**config.mk**
```make
export PLATFORM = sky130hd
export DESIGN_NAME = pll_lock_monitor
export DESIGN_NICKNAME = d
export VERILOG_FILES = /design/src/rtl/pll_mon_pkg.sv /design/src/rtl/ref_sync_edge.sv /design/src/rtl/pll_lock_monitor.sv
export SDC_FILE = /design/constraint.sdc
export NUM_CORES = 1
export LEC_CHECK = 0
export ABC_AREA = 1
export CORE_AREA = 2 2 103 105
export CTS_CLUSTER_DIAMETER = 100
export DETAILED_ROUTE_END_ITERATION = 12
export DIE_AREA = 0 0 105 107
export GPL_TIMING_DRIVEN = 1
export SLEW_MARGIN = 25
export SYNTH_ARGS = -nofsm -noshare
export SYNTH_HDL_FRONTEND = slang
export SYNTH_SLANG_ARGS = --single-unit
```
**constraint.sdc**
```tcl
create_clock -name CLK -period 4.7 [get_ports CLK]
set_input_delay 1.41 -clock CLK [delete_from_list [all_inputs] [get_ports CLK]]
set_output_delay 1.41 -clock CLK [all_outputs]
set_load 0.03 [all_outputs]
```
**src/rtl/pll_mon_pkg.sv**
```systemverilog
// Shared definitions for the PLL lock monitor.
//   state_e   : monitor FSM states
//   DEF_*     : default parameter values
//   cnt_width : bits needed to hold a saturating count 0..max_val
package pll_mon_pkg;

    typedef enum logic [1:0] {
        IDLE    = 2'd0,
        ACQUIRE = 2'd1,
        LOCKED  = 2'd2
    } state_e;

    localparam int DEF_CNT_W      = 16;
    localparam int DEF_EXP_RATIO  = 8;
    localparam int DEF_TOL        = 1;
    localparam int DEF_LOCK_CNT   = 4;
    localparam int DEF_UNLOCK_CNT = 2;
    localparam int DEF_TIMEOUT    = 64;

    // Width of a counter that must reach max_val (max_val >= 1).
    function automatic int cnt_width(input int max_val);
        return (max_val < 2) ? 1 : $clog2(max_val + 1);
    endfunction

endpackage

```
**src/rtl/ref_sync_edge.sv**
```systemverilog
// Two-flop synchronizer for an asynchronous input plus a registered
// rising-edge pulse. The pulse is high for one cycle, three clock edges
// after the input rises.
//   i_clk   : sampling clock
//   i_rst_n : asynchronous active-low reset
//   i_async : asynchronous input
//   o_rise  : one-cycle rising-edge pulse
module ref_sync_edge (
    input  logic i_clk,
    input  logic i_rst_n,
    input  logic i_async,
    output logic o_rise
);

    logic r_meta;
    logic r_sync;
    logic r_prev;

    // Synchronizer chain and edge detect.
    always_ff @(posedge i_clk or negedge i_rst_n) begin
        if (!i_rst_n) begin
            r_meta <= 1'b0;
            r_sync <= 1'b0;
            r_prev <= 1'b0;
            o_rise <= 1'b0;
        end else begin
            r_meta <= i_async;
            r_sync <= r_meta;
            r_prev <= r_sync;
            o_rise <= r_sync & ~r_prev;
        end
    end

endmodule

```
**src/rtl/pll_lock_monitor.sv**
```systemverilog
// Digital PLL lock detector. Measures CLK cycles per REF period and
// declares lock after LOCK_CNT consecutive in-tolerance periods; drops
// lock after UNLOCK_CNT consecutive bad periods (measured or timeout).
// Optional feature macro: PLL_LOCK_MON_STATS_EN adds lock_loss_cnt.
//   CLK           : PLL output clock
//   reset         : asynchronous active-low reset
//   en            : synchronous enable, 0 forces IDLE
//   REF           : asynchronous reference clock
//   locked        : lock status
//   ref_lost      : no REF rise within TIMEOUT cycles
//   meas_valid    : one-cycle pulse with each new meas_count
//   meas_count    : last measured period in CLK cycles
//   lock_loss_cnt : (macro only) saturating count of lock losses
module pll_lock_monitor
    import pll_mon_pkg::*;
#(
    parameter int CNT_W      = DEF_CNT_W,
    parameter int EXP_RATIO  = DEF_EXP_RATIO,
    parameter int TOL        = DEF_TOL,
    parameter int LOCK_CNT   = DEF_LOCK_CNT,
    parameter int UNLOCK_CNT = DEF_UNLOCK_CNT,
    parameter int TIMEOUT    = DEF_TIMEOUT
) (
    input  logic             CLK,
    input  logic             reset,
    input  logic             en,
    input  logic             REF,
    output logic             locked,
    output logic             ref_lost,
    output logic             meas_valid,
    output logic [CNT_W-1:0] meas_count
`ifdef PLL_LOCK_MON_STATS_EN
    ,
    output logic [7:0]       lock_loss_cnt
`endif
);

    localparam int GW = cnt_width(LOCK_CNT);
    localparam int BW = cnt_width(UNLOCK_CNT);
    localparam logic [GW-1:0]    LOCK_MAX   = GW'(LOCK_CNT);
    localparam logic [BW-1:0]    UNLOCK_MAX = BW'(UNLOCK_CNT);
    // Lower tolerance bound clamps at zero so the compare stays unsigned.
    localparam logic [CNT_W-1:0] LO_B = CNT_W'((EXP_RATIO > TOL) ? (EXP_RATIO - TOL) : 0);
    localparam logic [CNT_W-1:0] HI_B = CNT_W'(EXP_RATIO + TOL);
    localparam logic [CNT_W-1:0] TO_B = CNT_W'(TIMEOUT);

    state_e           r_state;
    logic [CNT_W-1:0] r_pcnt;
    logic [GW-1:0]    r_good;
    logic [BW-1:0]    r_bad;
    logic             r_armed;

    logic             w_rise;
    logic             w_active;
    logic             w_in_tol;
    logic             w_meas;
    logic             w_tmo;
    logic             w_win_good;
    logic             w_win_bad;
    logic             w_lock;
    logic             w_unlock;
    logic [GW-1:0]    w_good_nxt;
    logic [BW-1:0]    w_bad_nxt;

    ref_sync_edge u_ref_sync (
        .i_clk   (CLK),
        .i_rst_n (reset),
        .i_async (REF),
        .o_rise  (w_rise)
    );

    // Window classification and next good/bad streak counts.
    always_comb begin
        w_active   = en && (r_state != IDLE);
        w_in_tol   = (r_pcnt >= LO_B) && (r_pcnt <= HI_B);
        w_meas     = w_active && w_rise && r_armed;
        // A timeout fires once: ref_lost blocks repeats while pcnt holds.
        w_tmo      = w_active && !w_rise && (r_pcnt == TO_B) && !ref_lost;
        w_win_good = w_meas && w_in_tol;
        w_win_bad  = (w_meas && !w_in_tol) || w_tmo;
        w_good_nxt = r_good;
        w_bad_nxt  = r_bad;
        if (w_win_good) begin
            w_good_nxt = (r_good == LOCK_MAX) ? r_good : r_good + GW'(1);
            w_bad_nxt  = '0;
        end else if (w_win_bad) begin
            w_bad_nxt  = (r_bad == UNLOCK_MAX) ? r_bad : r_bad + BW'(1);
            w_good_nxt = '0;
        end else begin
            w_good_nxt = r_good;
        end
        w_lock   = (r_state == ACQUIRE) && w_win_good && (w_good_nxt == LOCK_MAX);
        w_unlock = (r_state == LOCKED) && w_win_bad && (w_bad_nxt == UNLOCK_MAX);
    end

    // Monitor FSM, period counter, arming and registered outputs.
    always_ff @(posedge CLK or negedge reset) begin
        if (!reset) begin
            r_state    <= IDLE;
            r_pcnt     <= '0;
            r_good     <= '0;
            r_bad      <= '0;
            r_armed    <= 1'b0;
            locked     <= 1'b0;
            ref_lost   <= 1'b0;
            meas_valid <= 1'b0;
            meas_count <= '0;
        end else if (!en) begin
            // meas_count deliberately holds its last value.
            r_state    <= IDLE;
            r_pcnt     <= '0;
            r_good     <= '0;
            r_bad      <= '0;
            r_armed    <= 1'b0;
            locked     <= 1'b0;
            ref_lost   <= 1'b0;
            meas_valid <= 1'b0;
        end else begin
            meas_valid <= w_meas;
            if (w_meas) begin
                meas_count <= r_pcnt;
            end
            case (r_state)
                IDLE: begin
                    r_state  <= ACQUIRE;
                    r_pcnt   <= '0;
                    r_good   <= '0;
                    r_bad    <= '0;
                    r_armed  <= 1'b0;
                    locked   <= 1'b0;
                    ref_lost <= 1'b0;
                end
                ACQUIRE, LOCKED: begin
                    if (w_rise) begin
                        r_pcnt <= CNT_W'(1);
                    end else if (r_pcnt != TO_B) begin
                        r_pcnt <= r_pcnt + CNT_W'(1);
                    end
                    // The edge wins over a coincident timeout.
                    if (w_rise) begin
                        ref_lost <= 1'b0;
                        r_armed  <= 1'b1;
                    end else if (w_tmo) begin
                        ref_lost <= 1'b1;
                        r_armed  <= 1'b0;
                    end
                    r_good <= w_good_nxt;
                    r_bad  <= w_bad_nxt;
                    if (w_lock) begin
                        r_state <= LOCKED;
                        locked  <= 1'b1;
                    end else if (w_unlock) begin
                        // Re-entering ACQUIRE needs a fresh arming edge.
                        r_state <= ACQUIRE;
                        locked  <= 1'b0;
                        r_good  <= '0;
                        r_armed <= 1'b0;
                    end
                end
                default: begin
                    r_state <= IDLE;
                    locked  <= 1'b0;
                end
            endcase
        end
    end

`ifdef PLL_LOCK_MON_STATS_EN
    // Lock-loss statistics; survives en=0, cleared only by reset.
    always_ff @(posedge CLK or negedge reset) begin
        if (!reset) begin
            lock_loss_cnt <= 8'd0;
        end else if (w_unlock && (lock_loss_cnt != 8'hFF)) begin
            lock_loss_cnt <= lock_loss_cnt + 8'd1;
        end
    end
`endif

endmodule

```
# ---- Word-level counts from Yosys, hierarchy flattened
# Index checks and enable logic that the tools add are counted.
dict set report word_totals {
  elab_cells 90
  ff_bits 47
  output_inout_bits 19
}
dict set report op_classes {
  n_reduce_logical 23
  eq_ne 12
  mux 35
  add_sub_neg 3
  bitwise 2
  n_lt_le_gt_ge 2
}
# cell count
set op_table {}
lappend op_table {{16-bit 2-to-1 mux} 3}
lappend op_table {{16-bit case mux with 2 select lines} 1}
lappend op_table {{3-bit 2-to-1 mux} 6}
lappend op_table {{16-bit by 1-bit adder with 16-bit output (second input constant)} 1}
lappend op_table {{16-bit by 7-bit equality test with 1-bit output (second input constant)} 1}
lappend op_table {{16-bit by 3-bit greater-or-equal comparator with 1-bit output (second input constant)} 1}
lappend op_table {{16-bit by 4-bit less-or-equal comparator with 1-bit output (second input constant)} 1}
lappend op_table {{16-bit by 7-bit inequality test with 1-bit output (second input constant)} 1}
lappend op_table {{2-bit 2-to-1 mux} 7}
lappend op_table {{1-bit logical AND} 13}
lappend op_table {{1-bit 2-to-1 mux} 13}
lappend op_table {{4-bit by 3-bit inequality test with 1-bit output (second input constant)} 2}
lappend op_table {{2-bit case mux with 2 select lines} 2}
lappend op_table {{2-bit equality test (second input constant)} 3}
lappend op_table {{3-bit equality test (second input constant)} 2}
lappend op_table {{3-bit case mux with 2 select lines} 1}
lappend op_table {{2-bit AND reduction} 3}
lappend op_table {{4-bit inequality test (second input constant)} 1}
lappend op_table {{1-bit case mux with 2 select lines} 2}
lappend op_table {{3-bit by 1-bit adder with 3-bit output (second input constant)} 1}
lappend op_table {{1-bit zero test} 3}
lappend op_table {{3-bit by 1-bit inequality test with 1-bit output (second input constant)} 1}
lappend op_table {{2-bit by 1-bit adder with 2-bit output (second input constant)} 1}
lappend op_table {{2-bit by 1-bit equality test with 1-bit output (second input constant)} 1}
lappend op_table {{other kinds (6)} 6}

# ---- Logic depth before layout (Yosys ltp)
# Gate-level depths: netlist of run 1.
dict set report logic_depth {
  word_depth 14
  depth_mapped 16
  ltp_nobuf 16
}

# ---- Cells and area by module
# A second synthesis of run 1 with hierarchy kept.
dict set report unflattened {
  cells_unflattened 284
  area_unflattened_um2 2432.3
}
# module n_inst cells_per_inst area_each_um2
set by_module_without_submodules {}
lappend by_module_without_submodules {pll_lock_monitor 1 278 2322.2}
lappend by_module_without_submodules {ref_sync_edge 1 6 110.1}

# ---- Worst setup path before layout of run 1
# OpenSTA, ideal clock, no wires.
dict set report synth_timing {
  kind {input to register}
  startpoint {input en}
  endpoint {register locked}
  t_required_ns 4.582
  t_arrival_ns 2.438
  setup_slack_ns 2.144
  setup_time_ns 0.118
  stages 9
  path_cell_list {nand2_2 nor3_4 nand4_4 nor3_2 nand3_2 nand2_4 inv_2 nand2_1 nand2_1}
}
dict set report synth_between {
  elab_chain_len 12
  elab_cells_between_ends 23
  cone_classes {3 x eq/ne; 7 x mux; 13 x reduce/logical}
}
# element line_no
set synth_rtl {}
lappend synth_rtl {{from (decl)} pll_lock_monitor.sv:26} ;# input logic en,
lappend synth_rtl {{1-bit logical AND} pll_lock_monitor.sv:74} ;# w_active = en && (r_state != IDLE);
lappend synth_rtl {{1-bit logical AND (on tied branches) (2 in a row)} {pll_lock_monitor.sv:76, pll_lock_monitor.sv:78}}
lappend synth_rtl {{1-bit logical AND (on tied branches)} {pll_lock_monitor.sv:80, pll_lock_monitor.sv:78}}
lappend synth_rtl {{1-bit logical OR} pll_lock_monitor.sv:80} ;# w_win_bad = (w_meas && !w_in_tol) || w_tmo;
lappend synth_rtl {{3-bit 2-to-1 mux} pll_lock_monitor.sv:86} ;# end else if (w_win_bad) begin
lappend synth_rtl {{3-bit 2-to-1 mux} pll_lock_monitor.sv:83} ;# if (w_win_good) begin
lappend synth_rtl {{3-bit equality test} pll_lock_monitor.sv:92} ;# w_lock = (r_state == ACQUIRE) && w_win_good && (w_good_nxt == LOCK_MAX);
lappend synth_rtl {{1-bit logical AND} pll_lock_monitor.sv:92}
lappend synth_rtl {{1-bit 2-to-1 mux} pll_lock_monitor.sv:149} ;# if (w_lock) begin
lappend synth_rtl {{1-bit 2-to-1 mux} pll_lock_monitor.sv:123} ;# case (r_state)
lappend synth_rtl {{1-bit 2-to-1 mux} pll_lock_monitor.sv:108} ;# end else if (!en) begin
lappend synth_rtl {{to (signal assigned)} pll_lock_monitor.sv:115} ;# locked <= 1'b0;
lappend synth_rtl {{to (signal assigned)} pll_lock_monitor.sv:151} ;# locked <= 1'b1;
lappend synth_rtl {{to (signal assigned)} pll_lock_monitor.sv:155} ;# locked <= 1'b0;
lappend synth_rtl {{to (decl)} pll_lock_monitor.sv:28} ;# output logic locked,
# Parallel ways exist; a longest one is shown, timed or not.
# A chain may end at the register's enable or synchronous reset.

# ---- Final worst setup path of run 1
dict set report layout_timing {
  startpoint {input en}
  endpoint {register r_state[0]}
}
dict set report layout_between {
  elab_chain_len 12
  elab_cells_between_ends 23
  cone_classes {3 x eq/ne; 7 x mux; 13 x reduce/logical}
}
# element line_no
set layout_rtl {}
lappend layout_rtl {{1-bit logical AND} pll_lock_monitor.sv:74}
lappend layout_rtl {{1-bit logical AND (on tied branches) (2 in a row)} {pll_lock_monitor.sv:76, pll_lock_monitor.sv:78}}
lappend layout_rtl {{1-bit logical AND (on tied branches)} {pll_lock_monitor.sv:80, pll_lock_monitor.sv:78}}
lappend layout_rtl {{1-bit logical OR} pll_lock_monitor.sv:80}
lappend layout_rtl {{3-bit 2-to-1 mux} pll_lock_monitor.sv:86}
lappend layout_rtl {{3-bit 2-to-1 mux} pll_lock_monitor.sv:83}
lappend layout_rtl {{3-bit equality test} pll_lock_monitor.sv:92}
lappend layout_rtl {{1-bit logical AND} pll_lock_monitor.sv:92}
lappend layout_rtl {{2-bit 2-to-1 mux} pll_lock_monitor.sv:149}
lappend layout_rtl {{2-bit case mux with 2 select lines} pll_lock_monitor.sv:123}
lappend layout_rtl {{2-bit 2-to-1 mux} pll_lock_monitor.sv:108}
lappend layout_rtl {{to (signal assigned)} pll_lock_monitor.sv:110} ;# r_state <= IDLE;
lappend layout_rtl {{to (signal assigned)} pll_lock_monitor.sv:125} ;# r_state <= ACQUIRE;
lappend layout_rtl {{to (signal assigned)} pll_lock_monitor.sv:150} ;# r_state <= LOCKED;
lappend layout_rtl {{to (decl)} pll_lock_monitor.sv:47} ;# state_e r_state;
# Parallel ways exist; a longest one is shown, timed or not.

==> results of run 1 <==
-- state kept, by name, summed over array words and instances (netlist names), 2 cells and up --
name,flops
meas_count,16
r_state,2
r_bad,2
r_pcnt,16
r_good,3
-- final cells by class --
class	count	area, sq um
clock inverters	3	43.79
flip-flops and latches	47	1176
repair buffers	22	217.7
fillers	1100	7119
multi-input cells	198	1135
clock buffers	5	68.82
inverters	43	161.4
well taps	136	170.2
-- worst reg2reg max path, delay by kind of cell, from the launching register on --
family                   cells  cell delay, ns
AO/OA/AOI/OAI                2            0.19
buffers and inverters        2            0.20
AND/OR/NAND/NOR              8            1.30
adder cells (fa/ha/maj)      1            0.40
flip-flops                   1            0.40
-- synthesized netlist by cell type (all sizes together) --
cell type  instances
ha                11
o21ai             28
dfrtp             47
nand2             72
clkbuf             3
nand3             16
buf                3
xnor2              1
a22oi              1
nor4               3
o211ai             2
a221oi             1
clkinv             1
inv               42
a21oi             10
nor2              23
nand4             12
o41ai              2
o22ai              3
o21a               1
nor3               6
nand3b             2
xor2               4
-- kinds of logic after synthesis --
family	count (synthesis)
simple gates	134
compound gates	48
flops	47
buf+inv	49
xor+xnor	5
fa+ha+maj	11
-- power breakdown --
part | internal, mW | total, mW | switching (mW)
clock | 0.158 | 0.298 | 0.140
sequential | 0.410 | 0.415 | 0.00517
combinational | 0.0194 | 0.0745 | 0.0551
total | 0.588 | 0.788 | 0.200
-- worst paths after layout --
path | startpoint | cells past startpoint | slack, ns | to
worst max register to register | r_state[0] | 13 | 2.15 | r_pcnt[15]
min in group asynchronous | reset | 1 | 1.11 | meas_count[7]
max in group asynchronous | reset | 1 | 3.19 | r_state[1]
worst max-delay path | en | 12 | 1.32 | r_state[0]
worst min register to register | u_ref_sync.r_meta | 0 | 0.36 | u_ref_sync.r_sync
worst min-delay path | u_ref_sync.r_meta | 0 | 0.36 | u_ref_sync.r_sync
-- through the flow --
step / instance area [sq um] / hold slack, ns / setup WS, ns / instances
3_3_place_gp: 2858 / 0.3325 / 1.061 / 446
3_5_place_dp: 2860 / 0.3358 / 1.019 / 446
2_1_floorplan: 2499 / 0.3312 / 2.144 / 294
6_report: 2973 / 0.3560 / 1.322 / 454
4_1_cts: 2973 / 0.3591 / 1.323 / 454
5_1_grt: 2973 / 0.3720 / 1.056 / 454
-- layer usage --
| layer | vias up | routed length, microns | part of all wire [%] |
|---|---|---|---|
| met2 | 48 | 2591 | 47 |
| met5 | - | 0 | 0 |
| met3 | 13 | 229 | 4.2 |
| met1 | 931 | 2528 | 46 |
| met4 | 0 | 108 | 2.0 |
| li1 | 1011 | - | - |
==> key figures, run 1 <==
Worst setup path
  – Delay-heaviest family, CP: simple AND/OR/NAND/NOR gates
  – Worst-path cell chain: clkdlybuf4s50_1 > nand2_2 > nor3_4 > inv_2 > nor2_2 > nand3_2 > nand2_2 > nand3_2 > nand2_4 > inv_2 > nand2_1 > nand2_1
  – Critical setup path kind: input pin to flop
  – Crit path DAT: around 3.6 ns
  – CP Capture Type: flop
  – CP peak stage delay: roughly 0.57 ns
  – Worst-path fanout max: 29
  – Req. time, crit path: ~4.9 ns
  – Max stage delay cell, worst path: clkdlybuf4s50_1
  – Critical path buffers and inverters: 3
  – Setup crit start kind: input pin

Synth
  – Synth Register Bits: 47
  – Largest family of logic cells by synthesized area: simple AND/OR/NAND/NOR gates
  – Post-Synth Simple-Gate Area: between 20% and 30%
  – Compound-cell area share of the yosys netlist: a little over a tenth
  – Adder-Cell Fraction of Synth Area: 5.508%
  – Yosys warnings: 0
  – Post-synthesis cell area: around 2500 sq um
  – Area share of the largest cell type after synthesis: between 40% and 50%
  – Syn Nets: a little over 300
  – Mean Syn Cell Area: between 8 and 9 sq um
  – Netlist cell types: 35
  – Synthesized instance count: about 290
  – Sequential share of the synthesized area: 47.07%
  – XOR/XNOR Fraction of Synth Area: under 10%
  – Main area contributors after synthesis: dfrtp_1, nand2_1, ha_1
  – Synth area leader: dfrtp_1
  – Multiplexer share of the synthesized area: 0%

Cells and area
  – Layout cells sized above 1: around 11%
  – Final Util: about 29%
  – Area Growth Syn to Fin: 18.98%
  – Antenna diodes: 0
  – Nets: about 330
  – Commonest non-fill, non-tap cells in the layout: nand2_1, dfrtp_1, inv_1
  – Commonest non-fill, non-tap cell in the layout: nand2_1

Clock tree
  – CTS sink count: 47
  – Clock buffer depth: 2
  – Root Buffer: clkbuf_8
  – # hold bufs at CTS: 0
  – Worst skew pair latency: 0.30 ns
  – CTS tree: built
  – Post-CTS setup buffer count: 0
  – # resized after CTS: 0
  – H-tree Lvls: 2
  – Clk slew on worst S/H paths: about 0.09 ns
  – CTS Buf Count: 5

Die
  – Die Y: approximately 110 microns
  – Placeable Area: around 10000 sq um
  – Starting density of the core: roughly 25%
  – FP Rows: 37
  – Io pins: 23
  – Die W: approximately 110 microns
  – Die ar.: about 11000 sq um

STA
  – Max-slew violations: 0
  – Slew headroom: 60.55%
  – Worst-Margin Slew: slightly below 0.6 ns
  – Tmin final: between 3 and 4 ns
  – Tcrit/Tclk final: between 70% and 80%
  – Setup TNS: 0 ns
  – Final-report hold violation count: 0
  – Number of setup violations in the final report: 0
  – Unrepaired setup endpoints after global routing: no
  – FMAX: 0.2960 GHz
  – Clk_skew: roughly 0.0053 ns

Global route
  – GRT met2 Usage: 17.95%
  – GR peak layer: met2
  – First-pass GRT wire length: between 9000 and 10000 microns
  – M3 GR Usage: slightly above 2%
  – Largest net degree at the start of global routing: 48
  – Met1 Usage GRT: around 14%
  – Gr ovfl total: 0
  – Initial antenna violation count: 0
  – Vias in the first global route: 2003
  – Total track usage: a little over a tenth

Route
  – DRC Markers: 0
  – Routed wire length per instance: around 12 microns
  – ANT nets after route: 0
  – WL final: between 5000 and 6000 microns
  – DR vias/cell: 4.412
  – Initial DRC count: roughly 150
  – DR vias: roughly 2k
  – Pre-Repair DR Iteration Count: 4

Power and ir drop
  – Power density over the cells: between 200 and 300 nW/um^2
  – Final Power: 788.3 uW
  – Worst IR drop on VDD: between 0.0001 and 0.00015 V
  – Static Leak: roughly 1.3 nW

Flow run
  – Max-Cap Viols: 0

Placed design
  – Detailed placement HPWL: between 4000 and 5000 microns
  – I/O Buffers: 22
  – GPL Wtd Cong: 0.8780

Min path
  – Worst min path class: flop to flop

Outcome
  – Status: finished clean
No activity file was read; power rests on OpenSTA's default activity.
==> run 2, diff against run 1 <==
==> constraint.sdc (replaced) <==
create_clock -name CLK -period 3.17 [get_ports CLK]
set_input_delay 0.951 -clock CLK [delete_from_list [all_inputs] [get_ports CLK]]
set_output_delay 0.951 -clock CLK [all_outputs]
set_load 0.03 [all_outputs]
==> run 2 against run 1 <==
Effect of this change: final area rose by 1.2%; largest cell class unchanged; largest power group unchanged; routed wire length grew 3.5%; clock skew grew 0.0082 ns; register-to-register slack lost 1.2 ns; utilization is 0.36 points higher.
==> key figures, run 2 (synthesis results as in run 1) <==
Worst setup path
  – Critical setup path kind: input pin to flop
  – Max stage delay cell, worst path: clkdlybuf4s50_1
  – Crit path launch: en
  – FF-to-FF setup slack: 0.92 ns
  – Critical Path Stages: 12
  – R2R depth: 12
  – Worst-path cell chain: clkdlybuf4s50_1 > nand2_2 > nor2_1 > inv_2 > nand2_1 > nand2_1 > nand2_1 > nor2_1 > nand2_1 > nor2_1 > o21ai_1 > a21oi_1
  – CP peak stage delay: about 0.56 ns
  – Reg2reg end: r_pcnt[15]
  – Worst r2r src: r_state[0]
  – Capture point of the worst path: r_pcnt[15]
  – CP dominant cell by count: nand2_1
  – Setup crit start kind: input pin
  – Delay-heaviest family, CP: simple AND/OR/NAND/NOR gates
  – Critical path buffers and inverters: 2
  – Req. time, crit path: ~3.4 ns
  – Worst-path fanout max: 6
  – CP Capture Type: flop
  – Crit path DAT: approximately 2.8 ns

STA
  – Worst-Margin Slew: ~0.47 ns
  – Unrepaired setup endpoints after global routing: no
  – Fin worst setup slack: ~0.57 ns
  – FMAX: about 0.38 GHz
  – Tcrit/Tclk final: between 80% and 90%
  – Tmin final: 2.603 ns
  – Slew headroom: 68.57%
  – Min Hold Slack: 0.3579 ns
  – Clk_skew: between 0.01 and 0.015 ns
  – Final-report hold violation count: 0
  – Setup TNS: 0 ns
  – Max-slew violations: 0
  – Number of setup violations in the final report: 0

Cells and area
  – Antenna diodes: 0
  – Area Growth Syn to Fin: 20.43%
  – Regs by FF count: meas_count (16), r_pcnt (16), r_good (3)
  – Storage cell area: between 1000 and 1500 sq um
  – Layout cells sized above 1: 12.38%
  – Commonest non-fill, non-tap cell in the layout: nand2_1
  – Multi-input logic area: between 1000 and 1500 sq um
  – FILL cells: approximately 1.1k
  – Nets: ~340
  – Commonest non-fill, non-tap cells in the layout: nand2_1, dfrtp_1, inv_1

Global route
  – Gr ovfl total: 0
  – Largest net degree at the start of global routing: 29
  – Vias in the first global route: 2045
  – Total track usage: 10.68%
  – First-pass GRT wire length: around 9600 microns
  – Initial antenna violation count: 0

Route
  – WL final: 5650 microns
  – DR vias/cell: 4.473
  – DRC Markers: 0
  – Pre-Repair DR Iteration Count: 5
  – Initial DRC count: 126
  – Routed wire length per instance: ~12 microns
  – ANT nets after route: 0
  – DR vias: roughly 2.1k

Clock tree
  – Clk slew on worst S/H paths: 0.09 ns
  – Clock buffer depth: 2
  – # hold bufs at CTS: 0
  – Worst skew pair latency: approximately 0.30 ns
  – CTS sink count: 47
  – CTS tree: built
  – # resized after CTS: 0
  – H-tree Lvls: 2
  – Post-CTS setup buffer count: 0
  – Root Buffer: clkbuf_8
  – CTS Buf Count: 5

Placed design
  – Detailed placement HPWL: between 4000 and 5000 microns
  – I/O Buffers: 22
  – Dpl ws: about 0.28 ns
  – GPL Wtd Cong: 0.9071

Die
  – Die W: between 100 and 150 microns
  – Io pins: 23
  – FP Rows: 37
  – Die ar.: around 11000 sq um
  – Starting density of the core: approximately a quarter
  – Placeable Area: a little over 10000 sq um
  – Die Y: ~110 microns

Min path
  – Worst min path class: flop to flop
  – Worst Hold Depth: 0

Outcome
  – Status: finished clean

Power and ir drop
  – Power density over the cells: 388.7 nW/um^2
  – Static Leak: about 1.3 nW
  – Worst IR drop on VDD: approximately 0.00018 V

Flow run
  – Max-Cap Viols: 0
## run 2: changes by cell type in the layout (fill, tap and decap cells not counted), sizes merged
| cell | previous run | this run |
|---|---|---|
| clkinvlp | 0 | 1 |
| clkinv | 3 | 1 |
| buf | 1 | 7 |
## run 2: how the worst min path moves through the flow
| stage | from | end | slack (ns) |
|---|---|---|---|
| after floorplan | u_ref_sync.r_meta | u_ref_sync.r_sync | 0.33 |
| after global placement | u_ref_sync.r_meta | u_ref_sync.r_sync | 0.33 |
| after detailed placement | u_ref_sync.r_meta | u_ref_sync.r_sync | 0.34 |
| after CTS | u_ref_sync.r_meta | u_ref_sync.r_sync | 0.36 |
| after global routing | u_ref_sync.r_meta | u_ref_sync.r_sync | 0.36 |
| final | u_ref_sync.r_meta | u_ref_sync.r_sync | 0.36 |
## run 2: cell type report
class / count / area share, %
clock buffers: 5 / 2.287
clock inverters: 2 / 1.247
inverters: 43 / 5.364
multi-input cells: 198 / 37.71
flip-flops and latches: 47 / 39.09
well taps: 136 / 5.655
repair buffers: 28 / 8.649
## run 2: power by group
part | total (mW) | switching [mW] | internal, mW
combinational | 0.120 | 0.0860 | 0.0341
sequential | 0.616 | 0.00768 | 0.608
clock | 0.434 | 0.203 | 0.231
total | 1.17 | 0.297 | 0.873
## run 2: routing by layer
metal / vias up / global-route usage [%] / routed length [microns]
met5: - / 0 / 0
met4: 0 / 3.810 / 79
met3: 9 / 2.553 / 286
met2: 58 / 18.23 / 2690
met1: 968 / 13.18 / 2594
li1: 1018 / - / -
## run 2: through the flow
stage / instances / total power, mW / cell area (sq um) / utilization (%)
2_1_floorplan: 294 / 0.6989 / 2499 / -
4_1_cts: 459 / 1.183 / 3009 / 29.82
3_3_place_gp: 452 / 0.7447 / 2903 / 28.76
3_5_place_dp: 452 / 0.7484 / 2903 / 28.76
6_report: 459 / 1.170 / 3009 / 29.82
5_1_grt: 459 / 1.222 / 3009 / 29.82
==> run 3, diff against run 2 <==
==> constraint.sdc (replaced) <==
create_clock -name CLK -period 2.5 [get_ports CLK]
set_input_delay 0.75 -clock CLK [delete_from_list [all_inputs] [get_ports CLK]]
set_output_delay 0.75 -clock CLK [all_outputs]
set_load 0.03 [all_outputs]
==> run 3 against run 2 <==
Effect of this change: register-to-register slack worse by 0.53 ns; die area did not move; critical path depth shrank 2; global-route usage fell by 0.091 points; routed wire length shrank 2.9%; flip-flop and latch count is the same; utilization is 0.61 points higher; via count shrank 1.5%; count of clock-buffer cells in the layout unchanged; largest power group unchanged.
==> key figures, run 3 (synthesis results as in run 1) <==
Outcome
  – Status: finished clean

Cells and area
  – Commonest non-fill, non-tap cells in the layout: nand2_1, dfrtp_1, inv_1
  – Area Growth Syn to Fin: 22.88%
  – Nets: ~350
  – Commonest non-fill, non-tap cell in the layout: nand2_1
  – Layout cells sized above 1: between 10% and 20%
  – Regs by FF count: meas_count (16), r_pcnt (16), r_good (3)
  – Antenna diodes: 0
  – Finished Layout Cells: 469

Route
  – DRC Markers: 0
  – ANT nets after route: 0
  – Initial DRC count: between 50 and 60
  – DR vias: approximately 2.0k
  – Routed wire length per instance: 11.70 microns
  – Pre-Repair DR Iteration Count: 4
  – WL final: around 5500 microns
  – DR vias/cell: 4.311

Worst setup path
  – CP dominant cell by count: nand2_1
  – CP peak stage delay: between 0.5 and 0.6 ns
  – Crit path DAT: about 2.4 ns
  – Setup crit start kind: input pin
  – Max stage delay cell, worst path: clkdlybuf4s50_1
  – Req. time, crit path: around 2.7 ns
  – CP Capture Type: flop
  – Worst-path cell chain: clkdlybuf4s50_1 > nand2_2 > nor3_4 > nand4_4 > nor3_2 > nand3_2 > nand2_4 > inv_2 > nand2_1 > nand2_1
  – Worst-path fanout max: 5
  – Critical setup path kind: input pin to flop

Clock tree
  – Post-CTS setup buffer count: 0
  – CTS tree: built
  – Clock buffer depth: 2
  – CTS sink count: 47
  – Worst skew pair latency: between 0.3 and 0.4 ns
  – Root Buffer: clkbuf_8
  – # hold bufs at CTS: 0
  – # resized after CTS: 0
  – Clk slew on worst S/H paths: roughly 0.09 ns
  – CTS Buf Count: 5
  – H-tree Lvls: 2

STA
  – Tcrit/Tclk final: 86.05%
  – Number of setup violations in the final report: 0
  – Final-report hold violation count: 0
  – Setup TNS: 0 ns
  – Clk_skew: roughly 0.011 ns
  – Unrepaired setup endpoints after global routing: no
  – Min Hold Slack: 0.3529 ns
  – FMAX: approximately 0.46 GHz
  – Worst-Margin Slew: 0.3656 ns
  – Fin worst setup slack: between 0.3 and 0.4 ns
  – Slew headroom: 75.40%
  – Tmin final: approximately 2.2 ns
  – Max-slew violations: 0

Die
  – FP Rows: 37
  – Die W: 105 microns
  – Die Y: approximately 110 microns
  – Io pins: 23
  – Die ar.: between 10000 and 15000 sq um
  – Placeable Area: approximately 10000 sq um
  – Starting density of the core: 24.76%

Placed design
  – Placed cells: ~460
  – Dpl ws: 0.03008 ns
  – GPL Wtd Cong: 0.8909
  – Detailed placement HPWL: 4195 microns
  – I/O Buffers: 22

Flow run
  – Max-Cap Viols: 0

Global route
  – Initial antenna violation count: 0
  – Vias in the first global route: between 2k and 2.5k
  – Total track usage: 10.59%
  – First-pass GRT wire length: roughly 9500 microns
  – Largest net degree at the start of global routing: 48
  – Gr ovfl total: 0

Min path
  – Worst min path class: flop to flop

Power and ir drop
  – Worst IR drop on VDD: between 0.00015 and 0.0002 V
  – Static Leak: approximately 1.4 nW
  – Power density over the cells: 461.0 nW/um^2
## run 3: layout make-up
type                    instances  area (sq um)
repair buffers                 37         340.3
flip-flops and latches         47          1176
inverters                      43         161.4
fillers                      1109          7022
clock buffers                   5         68.82
clock inverters                 3         18.77
well taps                     136         170.2
multi-input cells             198          1135
## run 3: worst max-delay path, delay by kind of cell
family	cells	cell delay (ns)
and+or+nand+nor	8	1.05
buffers and inverters	2	0.56
## run 3: through the flow
step | util, % | instance area, sq um | total power [mW]
6_report | 30.42 | 3070 | 1.415
5_1_grt | 30.42 | 3070 | 1.487
4_1_cts | 30.42 | 3070 | 1.439
3_5_place_dp | 29.56 | 2983 | 0.9680
3_3_place_gp | 29.56 | 2983 | 0.9669
2_1_floorplan | - | 2499 | 0.8863
## run 3: worst paths after layout
path | end | start | cells past startpoint | slack (ns)
worst min-delay path | u_ref_sync.r_sync | u_ref_sync.r_meta | 0 | 0.35
min in group asynchronous | meas_count[11] | reset | 2 | 0.41
worst max-delay path | locked | en | 10 | 0.35
worst min register to register | u_ref_sync.r_sync | u_ref_sync.r_meta | 0 | 0.35
worst max register to register | r_pcnt[15] | r_state[0] | 13 | 0.39
max in group asynchronous | r_pcnt[1] | reset | 2 | 1.87
## run 3: report_power, final
part | internal (mW) | leakage, nW | switching (mW)
Clock | 0.197 | 0.0483 | 0.269
Sequential | 0.771 | 0.646 | 0.0101
Combinational | 0.0584 | 0.672 | 0.110
Total | 1.03 | 1.37 | 0.389
## run 3: metal layers
metal | vias to the layer above | part of all wire, % | wire length (microns) | track usage, %
li1 | 1037 | - | - | -
met1 | 940 | 47 | 2563 | 12.69
met2 | 34 | 47 | 2591 | 18.09
met3 | 11 | 4.1 | 225 | 3.343
met4 | 0 | 2.0 | 107 | 3.429
met5 | - | 0 | 0 | 0
